### src/rtl/rx_cmd_ctrl_pkg.sv
// rx_cmd_ctrl_pkg: command opcodes, operand addresses and FSM states for the command controller
package rx_cmd_ctrl_pkg;
    localparam logic [7:0] CMD_WR      = 8'hAA;
    localparam logic [7:0] CMD_RD      = 8'hBB;
    localparam logic [7:0] CMD_ALU_OP  = 8'hCC;
    localparam logic [7:0] CMD_ALU_NOP = 8'hDD;
    localparam int OPA_ADDR = 0;
    localparam int OPB_ADDR = 1;
    typedef enum logic [3:0] {
        S_IDLE, S_WR_ADDR, S_WR_DATA, S_RD_ADDR, S_RD_WAIT,
        S_ALU_A, S_ALU_B, S_ALU_FUN, S_ALU_WAIT, S_TX_LO, S_TX_HI
    } state_t;
endpackage

### src/rtl/rx_cmd_ctrl.sv
// rx_cmd_ctrl: parses framed RX command bytes into register/ALU accesses and
// streams the one- or two-byte responses into the TX FIFO.
module rx_cmd_ctrl
    import rx_cmd_ctrl_pkg::*;
#(
    parameter int DATA_WIDTH = 8,
    parameter int ADDR_WIDTH = 4
) (
    input  logic                    CLK,
    input  logic                    Reset,
    input  logic [DATA_WIDTH-1:0]   RX_P_Data,
    input  logic                    RX_D_VLD,
    input  logic [DATA_WIDTH-1:0]   RdData,
    input  logic                    RdData_Valid,
    input  logic [2*DATA_WIDTH-1:0] ALU_OUT,
    input  logic                    ALU_OUT_VLD,
    input  logic                    FIFO_FULL,
    output logic [ADDR_WIDTH-1:0]   Address,
    output logic                    WrEn,
    output logic                    RdEn,
    output logic [DATA_WIDTH-1:0]   WrData,
    output logic                    ALU_EN,
    output logic [3:0]              ALU_FUN,
    output logic                    CLK_GATE_EN,
    output logic [DATA_WIDTH-1:0]   TX_P_DATA,
    output logic                    TX_D_VLD
);
    state_t state, state_nx;
    logic [2*DATA_WIDTH-1:0] result, result_nx;
    logic single, single_nx;
    logic [ADDR_WIDTH-1:0] addr_nx;
    logic [DATA_WIDTH-1:0] wr_data_nx, tx_data_nx;
    logic [3:0] fun_nx;
    logic wr_en_nx, rd_en_nx, alu_en_nx, tx_vld_nx, gate_nx;
    logic is_alu;

    assign is_alu = RX_P_Data == DATA_WIDTH'(CMD_ALU_OP) || RX_P_Data == DATA_WIDTH'(CMD_ALU_NOP);

    always_ff @(posedge CLK or negedge Reset) begin
        if (!Reset) begin
            state       <= S_IDLE;
            result      <= '0;
            single      <= 1'b0;
            Address     <= '0;
            WrData      <= '0;
            ALU_FUN     <= '0;
            TX_P_DATA   <= '0;
            WrEn        <= 1'b0;
            RdEn        <= 1'b0;
            ALU_EN      <= 1'b0;
            TX_D_VLD    <= 1'b0;
            CLK_GATE_EN <= 1'b0;
        end else begin
            state       <= state_nx;
            result      <= result_nx;
            single      <= single_nx;
            Address     <= addr_nx;
            WrData      <= wr_data_nx;
            ALU_FUN     <= fun_nx;
            TX_P_DATA   <= tx_data_nx;
            WrEn        <= wr_en_nx;
            RdEn        <= rd_en_nx;
            ALU_EN      <= alu_en_nx;
            TX_D_VLD    <= tx_vld_nx;
            CLK_GATE_EN <= gate_nx;
        end
    end

    // Strobes default low so each fires for exactly one cycle after its trigger.
    always_comb begin
        state_nx   = state;
        result_nx  = result;
        single_nx  = single;
        addr_nx    = Address;
        wr_data_nx = WrData;
        fun_nx     = ALU_FUN;
        tx_data_nx = TX_P_DATA;
        gate_nx    = CLK_GATE_EN;
        wr_en_nx   = 1'b0;
        rd_en_nx   = 1'b0;
        alu_en_nx  = 1'b0;
        tx_vld_nx  = 1'b0;
        case (state)
            S_IDLE: if (RX_D_VLD) begin
                state_nx = RX_P_Data == DATA_WIDTH'(CMD_WR)      ? S_WR_ADDR :
                           RX_P_Data == DATA_WIDTH'(CMD_RD)      ? S_RD_ADDR :
                           RX_P_Data == DATA_WIDTH'(CMD_ALU_OP)  ? S_ALU_A   :
                           RX_P_Data == DATA_WIDTH'(CMD_ALU_NOP) ? S_ALU_FUN : S_IDLE;
                gate_nx  = is_alu;
            end
            S_WR_ADDR: if (RX_D_VLD) begin
                addr_nx  = RX_P_Data[ADDR_WIDTH-1:0];
                state_nx = S_WR_DATA;
            end
            S_WR_DATA: if (RX_D_VLD) begin
                wr_en_nx   = 1'b1;
                wr_data_nx = RX_P_Data;
                state_nx   = S_IDLE;
            end
            S_RD_ADDR: if (RX_D_VLD) begin
                addr_nx  = RX_P_Data[ADDR_WIDTH-1:0];
                rd_en_nx = 1'b1;
                state_nx = S_RD_WAIT;
            end
            S_RD_WAIT: if (RdData_Valid) begin
                result_nx = {{DATA_WIDTH{1'b0}}, RdData};
                single_nx = 1'b1;
                state_nx  = S_TX_LO;
            end
            S_ALU_A: if (RX_D_VLD) begin
                wr_en_nx   = 1'b1;
                addr_nx    = ADDR_WIDTH'(OPA_ADDR);
                wr_data_nx = RX_P_Data;
                state_nx   = S_ALU_B;
            end
            S_ALU_B: if (RX_D_VLD) begin
                wr_en_nx   = 1'b1;
                addr_nx    = ADDR_WIDTH'(OPB_ADDR);
                wr_data_nx = RX_P_Data;
                state_nx   = S_ALU_FUN;
            end
            S_ALU_FUN: if (RX_D_VLD) begin
                fun_nx    = RX_P_Data[3:0];
                alu_en_nx = 1'b1;
                state_nx  = S_ALU_WAIT;
            end
            S_ALU_WAIT: if (ALU_OUT_VLD) begin
                result_nx = ALU_OUT;
                single_nx = 1'b0;
                state_nx  = S_TX_LO;
            end
            S_TX_LO: if (!FIFO_FULL) begin
                tx_vld_nx  = 1'b1;
                tx_data_nx = result[DATA_WIDTH-1:0];
                state_nx   = single ? S_IDLE : S_TX_HI;
            end
            S_TX_HI: if (!FIFO_FULL) begin
                tx_vld_nx  = 1'b1;
                tx_data_nx = result[2*DATA_WIDTH-1:DATA_WIDTH];
                gate_nx    = 1'b0;
                state_nx   = S_IDLE;
            end
            default: state_nx = S_IDLE;
        endcase
    end
endmodule

### config.mk
export PLATFORM = sky130hd
export DESIGN_NAME = rx_cmd_ctrl
export DESIGN_NICKNAME = d
export VERILOG_FILES = /design/src/rtl/rx_cmd_ctrl_pkg.sv /design/src/rtl/rx_cmd_ctrl.sv
export SDC_FILE = /design/constraint.sdc
export NUM_CORES = 1
export LEC_CHECK = 0
export CORE_UTILIZATION = 47
export DETAILED_ROUTE_END_ITERATION = 8
export GPL_TIMING_DRIVEN = 0
export MAX_ROUTING_LAYER = met4
export PLACE_DENSITY_LB_ADDON = 0.05
export SLEW_MARGIN = 0
export SYNTH_ARGS = -nofsm -noshare
export SYNTH_HDL_FRONTEND = slang
export SYNTH_SLANG_ARGS = --single-unit
### constraint.sdc
create_clock -name CLK -period 1.75 [get_ports CLK]
set_clock_uncertainty 0.1 [all_clocks]
set_input_delay 0.525 -clock CLK [delete_from_list [all_inputs] [get_ports CLK]]
set_output_delay 0.525 -clock CLK [all_outputs]
set_load 0.02 [all_outputs]
## Word level (Yosys, flattened, before mapping)

Cells that the tools add are included.

- Logic and storage cells: 92
- Flip-flop bits (word level): 50
- Output and inout port bits: 29

- Multiplexer cells: 38
- Reductions and logical operators: 16
- Equality and inequality tests: 26

Operators by type and width:

| kind | count |
|---|---|
| $mux 4 | 14 |
| $pmux 4 s11 | 1 |
| $eq 8x8->1 const B | 4 |
| $mux 16 | 2 |
| $pmux 16 s2 | 1 |
| $ne 2x2->1 const B | 11 |
| $eq 4x3->1 const B | 4 |
| $mux 8 | 2 |
| $pmux 8 s2 | 1 |
| $eq 4x4->1 const B | 3 |
| $mux 3 | 4 |
| $pmux 4 s3 | 1 |
| $reduce_and 11->1 | 1 |
| $mux 1 | 10 |
| $reduce_and 3->1 | 3 |
| $eq 4x2->1 const B | 2 |
| $reduce_bool 2->1 | 3 |
| $eq 4x1->1 const B | 1 |
| $logic_not 4->1 | 1 |
| $pmux 1 s2 | 2 |
| $reduce_and 2->1 | 2 |
| $reduce_and 4->1 | 1 |
| $reduce_or 2->1 | 2 |
| $reduce_bool 3->1 | 1 |
| other kinds (3) | 3 |

## Logic depth before layout (Yosys ltp)

Gate-level depths: netlist of run 1.

- Word-level depth: 7
- Gate-level depth with buffers: 6
- Mapped depth without buffers: 4

## Worst setup path before layout of run 1

No wires, ideal clock.

- Path type: register to register
- Start: register state[0]
- End: register ALU_FUN[0]
- Clock period less this slack: 1.618 ns
- Path buffers: 2
- Data arrival time: 1.394 ns
- Stages on the path, launching flop included: 6
- Data required time: 1.525 ns
- Library setup time: 0.125 ns
- Path slack: 0.132 ns
- Path through: dfrtp_1 > buf_2 > buf_2 > nand3_1 > nor3b_4 > mux2_2

- Cells in the longest elaborated chain, start to end: 2

RTL lines:

| item | RTL line | text |
|---|---|---|
| start: declaration | rx_cmd_ctrl.sv:28 | `state_t state, state_nx;` |
| start signal: assignment | rx_cmd_ctrl.sv:54 | `state <= state_nx;` |
| $eq 4x3->1 | rx_cmd_ctrl.sv:83 | `case (state)` |
| $reduce_and 2->1 (no source line) | - |  |
| end signal: assignment | rx_cmd_ctrl.sv:59 | `ALU_FUN <= fun_nx;` |
| end: declaration | rx_cmd_ctrl.sv:23 | `output logic [3:0] ALU_FUN,` |

Every way passes these cells.
A chain may end at the register's enable or synchronous reset.

## Final worst setup path of run 1

- Start: register state[1]
- End: register state[1]

- Cells in the longest elaborated chain, start to end: 3
- Elaborated cells between the ends (all ways): 24
- Those cells by class: 21 x eq/ne; 1 x mux; 2 x reduce/logical

RTL lines:

| item | RTL line |
|---|---|
| $eq 4x1->1 (tied with other cells) | rx_cmd_ctrl.sv:83 |
| $ne 2x2->1 (no source line) | - |
| $reduce_and 11->1 (no source line) | - |

Parallel ways exist; a longest one is shown, timed or not.

==> run_summary.xml, run 1 <==
<?xml version="1.0" encoding="UTF-8"?>
<metrics>
  <group name="worst_setup_path">
    <metric name="cp-end-kind" unit="">flip-flop</metric>
    <metric name="critical_path_required" unit="ns">1.84</metric>
    <metric name="cp_cell_sequence" unit="">buf_4, o21ai_0, o211ai_2, mux2_1</metric>
    <metric name="startpoint_to_endpoint_class_of_the_critical_path" unit="">flip-flop to flip-flop</metric>
    <metric name="worstRegToRegCells" unit="">4</metric>
    <metric name="cp.buffers_inverters" unit="">1</metric>
    <metric name="worst_path_largest_cell_delay" unit="ns">0.48</metric>
    <metric name="worst_setup_path_start_kind" unit="">flip-flop</metric>
    <metric name="cp.depth" unit="">4</metric>
    <metric name="timing.critical_path.slowest_stage_cell" unit="">sky130_fd_sc_hd__dfrtp_2</metric>
    <metric name="crit_fanout" unit="">10</metric>
    <metric name="path_delay_family" unit="">compound AO/OA/AOI/OAI gates</metric>
    <metric name="critPathArrivalTime" unit="ns">1.88</metric>
  </group>
  <group name="placement">
    <metric name="io_buffer_count" unit="">66</metric>
    <metric name="dpl_cell_area" unit="sq um">3087</metric>
    <metric name="place_inst" unit="">343</metric>
    <metric name="gp_congestion" unit="">0.9022</metric>
    <metric name="hpwl" unit="mm">3.712</metric>
  </group>
  <group name="sta">
    <metric name="min_period" unit="ns">1.790</metric>
    <metric name="finalSetupViolations" unit="">2</metric>
    <metric name="grt_setup_unrepaired" unit="">yes</metric>
    <metric name="tightest_slew" unit="ns">0.5155</metric>
    <metric name="setup_ws" unit="ns">-0.03970</metric>
    <metric name="finalCritPeriodShare" unit="">1.023</metric>
    <metric name="max-slew-margin-rel" unit="">0.6563</metric>
    <metric name="total_negative_slack_for_setup_checks" unit="ns">-0.07606</metric>
    <metric name="hold_violations" unit="">0</metric>
    <metric name="timing.final.max_slew_violations" unit="">0</metric>
    <metric name="fmax" unit="MHz">558.8</metric>
  </group>
  <group name="cts">
    <metric name="cts_buffers" unit="">5</metric>
    <metric name="holdBufCountCts" unit="">0</metric>
    <metric name="cts.reportedPaths.clkPinSlew" unit="ns">0.10</metric>
    <metric name="ctsHtreeMaxLevel" unit="">2</metric>
    <metric name="worst_skew_pair.late_latency" unit="ns">0.31</metric>
    <metric name="cts_max_path_buffers" unit="">2</metric>
    <metric name="clk_root_buffer_cell" unit="">sky130_fd_sc_hd__clkbuf_8</metric>
    <metric name="cts_tree" unit="">built</metric>
    <metric name="clkSinkCount" unit="">50</metric>
  </group>
  <group name="run">
    <metric name="cap_viol_max_count" unit="">0</metric>
  </group>
  <group name="outcome">
    <metric name="run_status" unit="">finished with violations</metric>
    <metric name="violations_in_the_final_reports" unit="">negative setup slack</metric>
  </group>
  <group name="yosys">
    <metric name="cells_taking_the_most_area_after_synthesis" unit="">sky130_fd_sc_hd__dfrtp_1 54%, sky130_fd_sc_hd__mux2i_1 6.9%, sky130_fd_sc_hd__mux2_2 5.8%, sky130_fd_sc_hd__o21ai_0 4.9%, sky130_fd_sc_hd__nand2_1 4.5%</metric>
    <metric name="netlist.top_cell.by_area" unit="">sky130_fd_sc_hd__dfrtp_1</metric>
    <metric name="async_reset_ff_frac" unit="">1.000</metric>
    <metric name="top_cells_by_instance_count_after_synthesis" unit="">50 x sky130_fd_sc_hd__dfrtp_1, 28 x sky130_fd_sc_hd__nand2_1, 23 x sky130_fd_sc_hd__o21ai_0, 16 x sky130_fd_sc_hd__mux2i_1, 12 x sky130_fd_sc_hd__mux2_2</metric>
    <metric name="synth_top_area_frac" unit="">0.5376</metric>
    <metric name="post-synth-top-count-cell" unit="">sky130_fd_sc_hd__dfrtp_1</metric>
    <metric name="synth.cell_area" unit="sq um">2327</metric>
    <metric name="sequential_area_share_after_synthesis" unit="">0.5376</metric>
    <metric name="ys.flop_type" unit="">sky130_fd_sc_hd__dfrtp_1</metric>
    <metric name="synth.ff_latch_count" unit="">50</metric>
    <metric name="ys_types" unit="">41</metric>
    <metric name="synth.yosys.warnings" unit="">0</metric>
    <metric name="syn-num-nets" unit="">247</metric>
    <metric name="syn-mean-instance-area" unit="sq um">11.14</metric>
    <metric name="number_of_enable_type_register_cells_in_the_synthesized_netlist" unit="">0</metric>
    <metric name="synthCells" unit="">209</metric>
  </group>
  <group name="global_route">
    <metric name="antenna_found_initial" unit="">0</metric>
    <metric name="grt_overflow" unit="">0</metric>
    <metric name="grt_pass1_wl" unit="mm">8.797</metric>
    <metric name="track_usage" unit="">0.2286</metric>
    <metric name="grt_start_max_net_pins" unit="">29</metric>
    <metric name="grt_pass1_vias" unit="">1828</metric>
  </group>
  <group name="pwr">
    <metric name="p_total" unit="uW">4844</metric>
    <metric name="powerDensity" unit="nW/um^2">1422</metric>
    <metric name="total_leakage_power" unit="uW">0.001588</metric>
    <metric name="vdd.ir_drop.worst" unit="mV">0.6601</metric>
  </group>
  <group name="die">
    <metric name="fp.coreArea" unit="sq um">4755</metric>
    <metric name="top_level_pins" unit="">67</metric>
    <metric name="floorplan.die_area" unit="sq um">5237</metric>
    <metric name="rows" unit="">25</metric>
    <metric name="fp.dieH" unit="um">72.37</metric>
    <metric name="initial_utilization" unit="">0.4895</metric>
    <metric name="chipWidth" unit="um">72.37</metric>
  </group>
  <group name="routing">
    <metric name="post-route-drc-count" unit="">0</metric>
    <metric name="detail_route.wl_per_cell" unit="um">14.79</metric>
    <metric name="first_iter_violations" unit="">158</metric>
    <metric name="routed-via-count" unit="">1932</metric>
    <metric name="wl" unit="mm">5.354</metric>
    <metric name="vias_per_cell" unit="">5.337</metric>
    <metric name="number_of_search_and_repair_iterations_in_the_first_detailed_routing_pass" unit="">4</metric>
    <metric name="antenna_left" unit="">0</metric>
  </group>
  <group name="final_layout">
    <metric name="n_antenna_cell" unit="">0</metric>
    <metric name="final_area" unit="sq um">3407</metric>
    <metric name="stdcell_count" unit="">362</metric>
    <metric name="layout-drive-gt1-share" unit="">0.2237</metric>
    <metric name="synthToLayoutAreaGrowth" unit="%">46.40</metric>
    <metric name="finalNetCount" unit="">332</metric>
  </group>
  <group name="worst_hold_path">
    <metric name="min_path_type" unit="">input port to async pin</metric>
  </group>
</metrics>
[final cells by class]
type | count | area [sq um]
clock inverter | 3 | 48.80
sequential | 50 | 1254
tap | 67 | 83.83
fill | 364 | 1348
buffer | 12 | 107.6
timing repair buffer | 77 | 718.2
inverter | 2 | 7.507
clock buffer | 5 | 68.82
multi-input combinational | 146 | 1119
[routing by layer]
| layer | vias up | part of all wire | track usage |
|---|---|---|---|
| met5 | - | 0 | - |
| met4 | 0 | 0.017 | 0.07625 |
| met3 | 10 | 0.055 | 0.05417 |
| met2 | 82 | 0.52 | 0.3769 |
| met1 | 921 | 0.41 | 0.2768 |
| li1 | 919 | - | - |
[cells in the final DEF (no fill, tap or decap), types with 2 or more instances in the layout]
cell type,netlist,final
sky130_fd_sc_hd__nand3b_1,3,3
sky130_fd_sc_hd__buf_6,0,3
sky130_fd_sc_hd__buf_12,0,2
sky130_fd_sc_hd__mux2_1,2,2
sky130_fd_sc_hd__dlygate4sd2_1,0,36
sky130_fd_sc_hd__dfrtp_1,50,48
sky130_fd_sc_hd__nor3b_1,4,2
sky130_fd_sc_hd__a21boi_0,3,3
sky130_fd_sc_hd__nand2b_1,2,2
sky130_fd_sc_hd__clkbuf_8,0,6
sky130_fd_sc_hd__clkdlybuf4s50_1,0,28
sky130_fd_sc_hd__nand2_1,28,28
sky130_fd_sc_hd__mux2_2,12,10
sky130_fd_sc_hd__nor2_4,0,2
sky130_fd_sc_hd__o21ai_0,23,16
sky130_fd_sc_hd__nand3_1,3,2
sky130_fd_sc_hd__mux2_4,0,2
sky130_fd_sc_hd__buf_4,3,11
sky130_fd_sc_hd__o21ai_1,1,7
sky130_fd_sc_hd__and2_1,2,2
sky130_fd_sc_hd__dfrtp_2,0,2
sky130_fd_sc_hd__nor3b_2,0,2
sky130_fd_sc_hd__mux2i_1,16,16
sky130_fd_sc_hd__nor2_1,10,9
sky130_fd_sc_hd__a22o_1,10,10
sky130_fd_sc_hd__buf_2,6,4
sky130_fd_sc_hd__nor2b_2,0,2
sky130_fd_sc_hd__inv_1,2,2
[power breakdown]
group	switching (uW)	internal (uW)
combinational	1130	1020
clock	414	436
sequential	245	1590
total	1790	3050
[state kept, by name, summed over array words and instances, names as in the netlist]
| register | flops |
|---|---|
| TX_P_DATA | 8 |
| single | 1 |
| CLK_GATE_EN | 1 |
| result | 16 |
| RdEn | 1 |
| WrData | 8 |
| ALU_FUN | 4 |
| ALU_EN | 1 |
| WrEn | 1 |
| state | 4 |
| Address | 4 |
| TX_D_VLD | 1 |
[repair_timing]
action	CTS	global route
resized for setup	56	32
setup buffers	7	1
pin swaps	7	2
setup endpoints to repair	69	38
cloned	2	1
[per-stage QoR]
stage | worst slack [ns] | hold slack (ns) | utilization
after floorplan | 0.1317 | 0.1294 | -
after global placement | -1.393 | 0.3601 | 0.6461
after detailed placement | -0.5410 | 0.3699 | 0.6492
after CTS | 0.001987 | 0.08967 | 0.6974
after global routing | -0.04908 | 0.1134 | 0.7166
final | -0.03970 | 0.07805 | 0.7166
[logic make-up (layout without fill, tap and decap cells)]
group	Yosys count	in the layout	share of synthesized area
compound gates	49	49	0.1403
xor+xnor	2	2	0.007528
buf+inv	14	99	0.03065
flops	50	50	0.5376
mux	30	30	0.1366
simple gates	64	65	0.1473
[worst paths after layout]
| check | start | endpoint | slack, ns |
|---|---|---|---|
| hold reg to reg | Address[0] | Address[0] | 0.38 |
| setup reg to reg | state[1] | state[1] | -0.04 |
| setup / recovery | state[1] | state[1] | -0.04 |
| max in group asynchronous | Reset | state[1] | 0.94 |
| min in group CLK | Address[0] | Address[0] | 0.38 |
| hold / removal | Reset | state[2] | 0.08 |
Power figures use the tool's default switching activity.
==> run 2: changes to the inputs <==
==> constraint.sdc (replaced) <==
create_clock -name CLK -period 1.85 [get_ports CLK]
set_clock_uncertainty 0.1 [all_clocks]
set_input_delay 0.555 -clock CLK [delete_from_list [all_inputs] [get_ports CLK]]
set_output_delay 0.555 -clock CLK [all_outputs]
set_load 0.02 [all_outputs]
==> run 2 against run 1 <==
The flow still finishes with violations (negative setup slack). Combinational power shrank 13%. Maximum frequency down 4.0%. Routed wire length is 5.9% lower. Clock power fell by 5.1%. Global-route usage decreased by 0.96 points. Total power decreased by 8.6%. Non-clock buffer count down 4. Via count shrank 1.6%. Sequential cell count did not move. Largest power group unchanged. Register-to-register slack better by 0.03 ns. Final area is 3.2% lower.
==> run_summary.xml, run 2 (synthesis results as in run 1) <==
<?xml version="1.0" encoding="UTF-8"?>
<metrics>
  <group name="global_route">
    <metric name="busiest_layer" unit="">met2</metric>
    <metric name="grt_overflow" unit="">0</metric>
    <metric name="grtUsageMet2" unit="">0.3531</metric>
    <metric name="grt_start_max_net_pins" unit="">29</metric>
    <metric name="grt_pass1_wl" unit="mm">8.459</metric>
    <metric name="grt_pass1_vias" unit="">1774</metric>
    <metric name="track_usage" unit="">0.2190</metric>
    <metric name="gr-usage-met3" unit="">0.05278</metric>
    <metric name="grt.met1_usage" unit="">0.2703</metric>
    <metric name="antenna_found_initial" unit="">0</metric>
  </group>
  <group name="cts">
    <metric name="cts.reportedPaths.clkPinSlew" unit="ns">0.10</metric>
    <metric name="cts_buffers" unit="">5</metric>
    <metric name="cts_max_path_buffers" unit="">2</metric>
    <metric name="clkSinkCount" unit="">50</metric>
    <metric name="holdBufCountCts" unit="">0</metric>
    <metric name="clk_root_buffer_cell" unit="">sky130_fd_sc_hd__clkbuf_8</metric>
    <metric name="worst_skew_pair.late_latency" unit="ns">0.31</metric>
    <metric name="cts_tree" unit="">built</metric>
    <metric name="ctsHtreeMaxLevel" unit="">2</metric>
  </group>
  <group name="die">
    <metric name="rows" unit="">25</metric>
    <metric name="top_level_pins" unit="">67</metric>
    <metric name="fp.coreArea" unit="sq um">4755</metric>
    <metric name="fp.dieH" unit="um">72.37</metric>
    <metric name="floorplan.die_area" unit="sq um">5237</metric>
    <metric name="chipWidth" unit="um">72.37</metric>
    <metric name="initial_utilization" unit="">0.4895</metric>
  </group>
  <group name="final_layout">
    <metric name="final_cell_mix" unit="">50 x sky130_fd_sc_hd__dfrtp_1, 32 x sky130_fd_sc_hd__clkdlybuf4s50_1, 30 x sky130_fd_sc_hd__dlygate4sd2_1</metric>
    <metric name="synthToLayoutAreaGrowth" unit="%">41.77</metric>
    <metric name="final_area" unit="sq um">3299</metric>
    <metric name="largestRegisters" unit="">result x16, TX_P_DATA x8, WrData x8</metric>
    <metric name="layout.cells.most_common" unit="">sky130_fd_sc_hd__dfrtp_1</metric>
    <metric name="largest_register_by_flop_count" unit="">result</metric>
    <metric name="largest_reg_flops" unit="">16</metric>
    <metric name="n_antenna_cell" unit="">0</metric>
    <metric name="layout-drive-gt1-share" unit="">0.1690</metric>
    <metric name="finalNetCount" unit="">327</metric>
    <metric name="final_core_utilization" unit="">0.6939</metric>
  </group>
  <group name="routing">
    <metric name="wl" unit="mm">5.040</metric>
    <metric name="routed-via-count" unit="">1902</metric>
    <metric name="antenna_left" unit="">0</metric>
    <metric name="number_of_search_and_repair_iterations_in_the_first_detailed_routing_pass" unit="">4</metric>
    <metric name="detail_route.wl_per_cell" unit="um">14.12</metric>
    <metric name="first_iter_violations" unit="">202</metric>
    <metric name="post-route-drc-count" unit="">0</metric>
    <metric name="vias_per_cell" unit="">5.328</metric>
  </group>
  <group name="sta">
    <metric name="hold_violations" unit="">0</metric>
    <metric name="max-slew-margin-rel" unit="">0.6590</metric>
    <metric name="min_period" unit="ns">1.864</metric>
    <metric name="hold_ws" unit="ns">0.09958</metric>
    <metric name="fmax" unit="MHz">536.3</metric>
    <metric name="total_negative_slack_for_setup_checks" unit="ns">-0.02094</metric>
    <metric name="grt_setup_unrepaired" unit="">yes</metric>
    <metric name="finalSetupViolations" unit="">2</metric>
    <metric name="tightest_slew" unit="ns">0.5116</metric>
    <metric name="setup_ws" unit="ns">-0.01447</metric>
    <metric name="timing.final.max_slew_violations" unit="">0</metric>
    <metric name="finalCritPeriodShare" unit="">1.008</metric>
  </group>
  <group name="worst_setup_path">
    <metric name="cp.depth" unit="">5</metric>
    <metric name="reg2reg_setup_slack" unit="ns">-0.01</metric>
    <metric name="timing.critical_path.slowest_stage_cell" unit="">sky130_fd_sc_hd__xor2_1</metric>
    <metric name="path_delay_family" unit="">compound AO/OA/AOI/OAI gates</metric>
    <metric name="critical_path.reg2reg.endpoint" unit="">state[1]</metric>
    <metric name="worstRegToRegCells" unit="">5</metric>
    <metric name="crit_fanout" unit="">8</metric>
    <metric name="critical_path_required" unit="ns">1.95</metric>
    <metric name="critPathArrivalTime" unit="ns">1.96</metric>
    <metric name="cp-end-kind" unit="">flip-flop</metric>
    <metric name="cp.buffers_inverters" unit="">1</metric>
    <metric name="cp_cell_sequence" unit="">buf_2, xor2_1, a31oi_1, o211ai_2, mux2_1</metric>
    <metric name="startpoint_to_endpoint_class_of_the_critical_path" unit="">flip-flop to flip-flop</metric>
    <metric name="worst_setup_path_start_kind" unit="">flip-flop</metric>
    <metric name="worst_path_largest_cell_delay" unit="ns">0.34</metric>
    <metric name="rr_startpoint" unit="">state[0]</metric>
  </group>
  <group name="pwr">
    <metric name="vdd.ir_drop.worst" unit="mV">0.6012</metric>
    <metric name="powerDensity" unit="nW/um^2">1342</metric>
    <metric name="total_leakage_power" unit="uW">0.001564</metric>
    <metric name="p_total" unit="uW">4427</metric>
  </group>
  <group name="placement">
    <metric name="gp_congestion" unit="">0.9022</metric>
    <metric name="hpwl" unit="mm">3.712</metric>
    <metric name="dpl_cell_area" unit="sq um">3087</metric>
    <metric name="io_buffer_count" unit="">66</metric>
  </group>
  <group name="run">
    <metric name="cap_viol_max_count" unit="">0</metric>
  </group>
  <group name="worst_hold_path">
    <metric name="min_path_type" unit="">input port to async pin</metric>
  </group>
  <group name="outcome">
    <metric name="violations_in_the_final_reports" unit="">negative setup slack</metric>
    <metric name="run_status" unit="">finished with violations</metric>
  </group>
</metrics>
[run 2: cell count changes in the layout (fill, tap and decap cells not counted), moves of 4 or more]
| cell | previous run | this run |
|---|---|---|
| sky130_fd_sc_hd__dlygate4sd2_1 | 36 | 30 |
| sky130_fd_sc_hd__o21ai_1 | 7 | 3 |
| sky130_fd_sc_hd__o21ai_0 | 16 | 21 |
| sky130_fd_sc_hd__clkdlybuf4s50_1 | 28 | 32 |
[run 2: stage by stage]
stage,setup slack (ns),std cells
final,-0.01447,357
after global routing,-0.06116,357
after CTS,0.001680,354
after detailed placement,-0.4710,343
after global placement,-1.323,342
after floorplan,0.2317,209
[run 2: per-layer routing]
| metal | vias to the layer above | wire (um) |
|---|---|---|
| met5 | - | 0 |
| met2 | 76 | 2544 |
| met1 | 914 | 2125 |
| met3 | 7 | 300 |
| li1 | 905 | - |
| met4 | 0 | 69 |
[run 2: worst reg2reg max path, cell delays in order, from the launching register on]
cell	delay, ns
sky130_fd_sc_hd__dfrtp_1	0.33
sky130_fd_sc_hd__buf_2	0.19
sky130_fd_sc_hd__xor2_1	0.34
sky130_fd_sc_hd__a31oi_1	0.18
sky130_fd_sc_hd__o211ai_2	0.26
sky130_fd_sc_hd__mux2_1	0.35
[run 2: worst max-delay path by stage]
| stage | startpoint | to | slack [ns] |
|---|---|---|---|
| 3_3_place_gp | Reset | result[12] | -1.32 |
| 2_1_floorplan | state[0] | ALU_FUN[0] | 0.23 |
| 3_5_place_dp | RdData_Valid | result[10] | -0.47 |
| 4_1_cts | RX_P_Data[1] | state[2] | 0.002 |
| 5_1_grt | state[0] | state[1] | -0.06 |
| 6_report | state[0] | state[1] | -0.01 |
[run 2: timing repair]
action,CTS,global route
buffers inserted,3,3
resized for setup,39,15
endpoints found under the setup margin,62,32
pin swaps,3,1
[run 2: report_power, final]
group / switching (uW) / total (uW) / internal, uW
clock network: 394 / 806 / 412
registers: 225 / 1730 / 1500
logic: 1010 / 1890 / 879
total: 1630 / 4430 / 2790
[run 2: cell type report]
class                           count  area [sq um]
Fill cell                         379          1455
Buffer                             12         81.33
Clock buffer                        5         68.82
Sequential cell                    50          1251
Clock inverter                      3         48.80
Multi-Input combinational cell    145          1055
Inverter                            2         7.507
Timing Repair Buffer               73         703.2
Tap cell                           67         83.83
